## src/rtl/dma_rd_axi_bridge.sv

```systemverilog
// dma_rd_axi_bridge
//   Turns one DMA engine read request (addr/len) into a single AXI4 INCR read burst and
//   forwards the returned R beats to the engine with no added latency. One burst may be
//   outstanding at a time. rd_last is regenerated from an internal beat counter, and a
//   sticky error flag records misaligned requests, error responses and rlast mismatches.
//
// Ports
//   clk, rst                 clock, synchronous active-high reset
//   req_addr_i/len_i/valid_i engine request (len is beats-1), req_ready_o accepts it
//   rd_rdata_o/last_o/valid_o beat data to the engine, rd_ready_i engine back-pressure
//   m_ar*                    AXI AR channel (INCR, size fixed by DATA_WIDTH)
//   m_r*                     AXI R channel
//   busy_o                   a burst is in progress
//   err_o, err_clr_i         sticky error flag and its clear (a new error wins over clear)
module dma_rd_axi_bridge #(
  parameter int unsigned DATA_WIDTH = 32
) (
  input  logic                  clk,
  input  logic                  rst,
  // Engine request channel
  input  logic [31:0]           req_addr_i,
  input  logic [4:0]            req_len_i,
  input  logic                  req_valid_i,
  output logic                  req_ready_o,
  // Engine read data channel
  output logic [DATA_WIDTH-1:0] rd_rdata_o,
  output logic                  rd_last_o,
  output logic                  rd_valid_o,
  input  logic                  rd_ready_i,
  // AXI AR channel
  output logic [31:0]           m_araddr_o,
  output logic [7:0]            m_arlen_o,
  output logic [2:0]            m_arsize_o,
  output logic [1:0]            m_arburst_o,
  output logic                  m_arvalid_o,
  input  logic                  m_arready_i,
  // AXI R channel
  input  logic [DATA_WIDTH-1:0] m_rdata_i,
  input  logic [1:0]            m_rresp_i,
  input  logic                  m_rlast_i,
  input  logic                  m_rvalid_i,
  output logic                  m_rready_o,
  // Status
  output logic                  busy_o,
  output logic                  err_o,
  input  logic                  err_clr_i
);

  localparam logic [2:0] ArSize  = 3'($clog2(DATA_WIDTH / 8));
  localparam logic [1:0] BurstIncr = 2'b01;

  typedef enum logic [1:0] {
    StIdle = 2'd0,
    StAr   = 2'd1,
    StData = 2'd2
  } state_e;

  state_e      state_q, state_d;
  logic [31:0] araddr_q, araddr_d;
  logic [4:0]  arlen_q, arlen_d;
  logic [4:0]  cnt_q, cnt_d;
  logic        err_q, err_d;

  logic        req_hs;
  logic        r_hs;
  logic        cnt_zero;
  logic        err_set;

  assign cnt_zero = (cnt_q == 5'd0);

  always_comb begin
    state_d     = state_q;
    araddr_d    = araddr_q;
    arlen_d     = arlen_q;
    cnt_d       = cnt_q;
    req_ready_o = 1'b0;
    m_arvalid_o = 1'b0;
    rd_valid_o  = 1'b0;
    rd_last_o   = 1'b0;
    m_rready_o  = 1'b0;
    req_hs      = 1'b0;
    r_hs        = 1'b0;

    unique case (state_q)
      StIdle: begin
        req_ready_o = 1'b1;
        req_hs      = req_valid_i;
        if (req_valid_i) begin
          // Misaligned requests are still issued, rounded down to a word boundary.
          araddr_d = {req_addr_i[31:2], 2'b00};
          arlen_d  = req_len_i;
          state_d  = StAr;
        end
      end
      StAr: begin
        m_arvalid_o = 1'b1;
        if (m_arready_i) begin
          cnt_d   = arlen_q;
          state_d = StData;
        end
      end
      StData: begin
        rd_valid_o = m_rvalid_i;
        m_rready_o = rd_ready_i;
        rd_last_o  = cnt_zero;
        r_hs       = m_rvalid_i & rd_ready_i;
        if (r_hs) begin
          if (cnt_zero) begin
            state_d = StIdle;
          end else begin
            cnt_d = cnt_q - 5'd1;
          end
        end
      end
      default: state_d = StIdle;
    endcase
  end

  // Our own count decides the end of the burst; a disagreeing m_rlast is only flagged.
  assign err_set = (req_hs && (req_addr_i[1:0] != 2'b00)) ||
                   (r_hs && ((m_rresp_i != 2'b00) || (m_rlast_i != cnt_zero)));

  always_comb begin
    err_d = err_q;
    if (err_set) begin
      err_d = 1'b1;
    end else if (err_clr_i) begin
      err_d = 1'b0;
    end
  end

  always_ff @(posedge clk) begin
    if (rst) begin
      state_q  <= StIdle;
      araddr_q <= 32'd0;
      arlen_q  <= 5'd0;
      cnt_q    <= 5'd0;
      err_q    <= 1'b0;
    end else begin
      state_q  <= state_d;
      araddr_q <= araddr_d;
      arlen_q  <= arlen_d;
      cnt_q    <= cnt_d;
      err_q    <= err_d;
    end
  end

  assign rd_rdata_o  = m_rdata_i;
  assign m_araddr_o  = araddr_q;
  assign m_arlen_o   = {3'b000, arlen_q};
  assign m_arsize_o  = ArSize;
  assign m_arburst_o = BurstIncr;
  assign busy_o      = (state_q != StIdle);
  assign err_o       = err_q;

endmodule
```

## config.mk

```make
export PLATFORM = sky130hd
export DESIGN_NAME = dma_rd_axi_bridge
export DESIGN_NICKNAME = d
export VERILOG_FILES = /design/src/rtl/dma_rd_axi_bridge.sv
export SDC_FILE = /design/constraint.sdc
export NUM_CORES = 1
export LEC_CHECK = 0
export CAP_MARGIN = 20
export CELL_PAD_IN_SITES_DETAIL_PLACEMENT = 1
export CELL_PAD_IN_SITES_GLOBAL_PLACEMENT = 1
export CORE_MARGIN = 4
export CORE_UTILIZATION = 22
export DETAILED_ROUTE_END_ITERATION = 6
export PLACE_DENSITY = 0.81
export SLEW_MARGIN = 20
export SYNTH_ARGS = -nofsm -noshare
export SYNTH_HDL_FRONTEND = slang
export SYNTH_SLANG_ARGS = --single-unit
export TNS_END_PERCENT = 100
```

## constraint.sdc

```tcl
create_clock -name clk -period 1.9 [get_ports clk]
set_input_delay 0.475 -clock clk [delete_from_list [all_inputs] [get_ports clk]]
set_output_delay 0.475 -clock clk [all_outputs]
set_load 0.01 [all_outputs]
```

Yosys cells after proc, flatten, opt, wreduce, memory -nomap -nowiden
Cells that the tools add are included.
{ "totals": {"latch_bits": 0, "wordCells": 47, "memories": 0, "ramBits": 0, "reg_bits": 43, "rom_bits": 0, "in_bits": 79} }
{ "classes": {"div_mod_pow": 0, "mul": 0, "bitwise": 1, "n_mux": 18, "eq_ne": 8, "addsub": 1, "reduce_logical": 14, "n_lt_le_gt_ge": 0, "n_shift": 0} }
{ "ops": {"columns": ["op", "n"], "rows": [
  ["$mux W5", 3],
  ["$ne A2 B2 Y1 const B", 5],
  ["$pmux W5 S2", 1],
  ["$reduce_bool A2 Y1", 5],
  ["$mux W1", 9],
  ["$mux W2", 4],
  ["$reduce_and A4 Y1", 2],
  ["$pmux W2 S3", 1],
  ["$logic_not A5 Y1", 1],
  ["$sub A5 B1 Y5 const B", 1],
  ["$eq A2 B1 Y1 const B", 1],
  ["$eq A2 B2 Y1 const B", 1],
  ["$logic_and A1 B1 Y1", 2],
  ["$logic_not A2 Y1", 1],
  ["$logic_or A1 B1 Y1", 2],
  ["$reduce_and A2 Y1", 1],
  ["$and A1 B1 Y1", 1],
  ["$ne A1 B1 Y1", 1]
]} }

Longest topological paths before layout
{ "depth": {"ltp_word": 6, "mapped_depth": 6, "depth_no_buf": 6} }

Least setup slack after synthesis
No wires, ideal clock.
{ "synth_path": {"kind": "reg2out", "start": "register cnt_q[0]", "end": "output rd_last_o", "path_stages_with_launch": 5, "required_ns": 1.425, "arrival_ns": 1.194, "path_buffers": 0, "path_slack_ns": 0.231, "cell_sequence": "dfxtp_1 > inv_1 > ha_1 > or4b_4 > nor2_1"} }
{ "synth_via": {"elab_chain_cells": 2} }
{ "synth_rtl": {"columns": ["element", "line", "rtl"], "rows": [
  ["start: declaration", "61", "logic [4:0] cnt_q, cnt_d;"],
  ["start signal: assignment", "143", "cnt_q <= cnt_d;"],
  ["$logic_not A5 Y1", "69", "assign cnt_zero = (cnt_q == 5'd0);"],
  ["$mux W1", "84", "unique case (state_q)"],
  ["end: declaration", "27", "output logic rd_last_o,"]
]} }
No other way between the ends.

Worst setup path in the final report
{ "layout_path": {"start": "register cnt_q[1]", "end": "output rd_last_o"} }
Same word-level chain as after synthesis.

==> out/metrics.yaml <==
core_um2: 8850
synth-seq-cells: 43
die_area_um2: 10800
netlist_instances: 259
worstSetupStartpointType: "flip-flop"
finalPower_mw: 2.21
grt_max_degree: 44
path_cells: "inv_2 > ha_4 > or4b_4 > nor2_2 > buf_2"
grt_pass1_wl_um: 9840
synth.yosys.seq_area_share_pct: 42.3
hold_violations: 0
syn_area_um2: 2030
drt-total-wl_um: 5950
final_net_count: 398
cp_max_fo: 4
ir_drop_mv: 0.265
io_buffers: 88
gr-total-overflow: 0
first_pass_iters: 4
crit_path_end_kind: "output port"
outcome: "finished with violations"
finClkSkew_ns: 0.00863
synth_edf_count: 0
violations: "negative setup slack"
synthFlopType: "dfxtp_1"
r2r-start: "cnt_q[1]"
htreeDepth: 2
cts_tree: "yes"
nFillCells: 1056
die_x_um: 104
start_util_pct: 23.0
power_density_nw_per_um2: 747
die_h_um: 104
rsz0062_at_grt: "true"
hp-class: "flip-flop to flip-flop"
reg2reg_setup_slack_ns: 0.18
period_minus_slack_ns: 1.99
rows: 34
drt_iter0_drc: 51
final_antenna_net_count: 0
wl_per_cell_um: 13.9
final-setup-viol-count: 1
cts_buffers: 5
grt_use_total_pct: 11.0
antennaDiodeCount: 0
r2r_cells: 7
cp.required_ns: 1.42
drv_slew: 0
clock-root-buffer: "clkbuf_8"
antenna_found_initial: 0
clock_sinks: 43
cp-startpoint: "cnt_q[1]"
fin_ws_ns: -0.0859
finalNonFillerCells: 427
worst_path_max_delay_cell: "or4b_4"
vias: 1868
syn_avg_cell_area_um2: 7.85
grt_pass1_vias: 1978
vias_per_cell: 4.37
clk_pin_slew_ns: 0.08
fmax_ghz: 0.504
maxCapViolations: 0
post-place-cells: 418
ys_async_sr_fraction_pct: 0
drive_gt1_share_pct: 11.9
hpwl_um: 4380
fin_crit_sh_pct: 105
critPathCapture: "rd_last_o"
crit_type: "flip-flop to output port"
place.gp.congestion: 0.760
p_leak_nw: 1.11
cts_buffer_depth: 2
area_delta_synth_final_pct: 45.4
worstPathArrival_ns: 1.51
yosysWarnings: 0
drc: 0
yosys.cell_types.count: 34
cp_slowest_stage_delay_ns: 0.46
pin_count: 163
clock_latency_ns: 0.29
reg2reg_to: "err_o"
-- final cells by class --
class,count,area [um^2],area share (%)
flip-flops and latches,43,866,29.3
well taps,108,135,4.57
multi-input cells,165,831,28.1
clock inverters,2,35.0,1.19
clock buffers,6,82.6,2.79
inverters,4,15.0,0.508
repair buffers,99,991,33.5
-- sequential cells by signal, summed over array words and instances (netlist names) --
name,cells
m_araddr_o,30
arlen_q,5
cnt_q,5
state_q,2
err_o,1
-- worst min path at each step --
stage	startpoint	endpoint	slack, ns	cells after the start
after floorplan	cnt_q[1]	cnt_q[1]	0.45	2
after global placement	m_araddr_o[27]	m_araddr_o[27]	0.44	2
after detailed placement	m_araddr_o[19]	m_araddr_o[19]	0.45	2
after CTS	m_araddr_o[10]	m_araddr_o[10]	0.46	2
after global routing	m_araddr_o[19]	m_araddr_o[19]	0.49	2
final	m_araddr_o[10]	m_araddr_o[10]	0.46	2
-- cell usage after synthesis, types with 2 or more instances --
master	count	share of area, %
nand2_1	76	14
a21oi_1	43	11
dfxtp_1	43	42
buf_4	42	16
clkbuf_1	7	1.3
nor2_1	5	0.92
o21ai_0	5	1.2
buf_2	4	0.98
inv_1	4	0.74
and2_1	3	0.92
conb_1	2	0.37
nand2b_1	2	0.62
nor2b_1	2	0.62
-- placed cells by master, fill, tap and decap left out, drive strengths merged --
cell / synthesis / routed
clkdlybuf4s50: 0 / 83
nand2: 76 / 76
a21oi: 43 / 43
dfxtp: 43 / 43
buf: 48 / 12
conb: 2 / 10
clkbuf: 7 / 6
o21ai: 6 / 6
nor2: 5 / 5
dlygate4sd2: 0 / 4
inv: 4 / 4
and2: 3 / 3
nand2b: 3 / 3
nor2b: 2 / 2
o31ai: 2 / 2
and2b: 1 / 1
or4b: 1 / 1
nor4b: 1 / 1
nand3b: 1 / 1
nor3: 1 / 1
nor3b: 1 / 1
a22o: 1 / 1
o31a: 1 / 1
mux2: 1 / 1
o211ai: 1 / 1
a221oi: 1 / 1
nand3: 1 / 1
xnor2: 1 / 1
a31oi: 1 / 1
ha: 1 / 1
bufinv: 0 / 1
clkinv: 0 / 1
-- stage by stage --
step | TNS (ns) | hold slack (ns) | util (%) | setup slack (ns) | cell area (um^2)
after floorplan | 0 | 0.445 | - | 0.231 | 2060
after global placement | -0.557 | 0.442 | 31.8 | -0.236 | 2820
after detailed placement | -0.663 | 0.450 | 31.8 | -0.276 | 2820
after CTS | -0.187 | 0.463 | 33.2 | -0.187 | 2940
after global routing | -0.180 | 0.486 | 33.4 | -0.180 | 2960
final | -0.0859 | 0.458 | 33.4 | -0.0859 | 2960
-- power by group --
part / internal [mW] / switching, mW / leakage, nW / total (mW)
clock: 0.426 / 0.319 / 0.0612 / 0.744
combinational: 0.264 / 0.207 / 0.692 / 0.471
sequential: 0.958 / 0.0356 / 0.354 / 0.994
total: 1.65 / 0.561 / 1.11 / 2.21
-- per-layer routing --
metal	share of wire (%)	vias to the layer above	wire (um)	global-route usage, %
met5	0	-	0	0
met3	5.1	23	305	2.55
met2	53	58	3140	20.4
met1	39	884	2340	11.7
met4	2.8	0	165	5.22
li1	-	903	-	-
-- cells by family after synthesis --
| kind of cell | Yosys count | share of synthesized area, % |
|---|---|---|
| simple gates | 96 | 20.9 |
| other cells | 2 | 0.369 |
| buf+inv | 59 | 19.3 |
| mux | 1 | 0.554 |
| fa+ha+maj | 1 | 0.615 |
| compound gates | 56 | 15.6 |
| xor+xnor | 1 | 0.431 |
| flops | 43 | 42.3 |
-- worst max-delay path, delay by kind of cell (launching register included) --
family,cells,cell delay (ns)
fa+ha+maj,1,0.14
simple gates,2,0.55
flops,1,0.34
buf+inv,2,0.20
-- repair_timing --
action	4_1_cts	5_1_grt
hold buffers	0	0
buffers inserted	1	0
pin swaps	2	0
hold endpoints to repair	0	0
resized for setup	13	6
setup endpoints to repair	6	2
(Power assumes the default switching activity.)
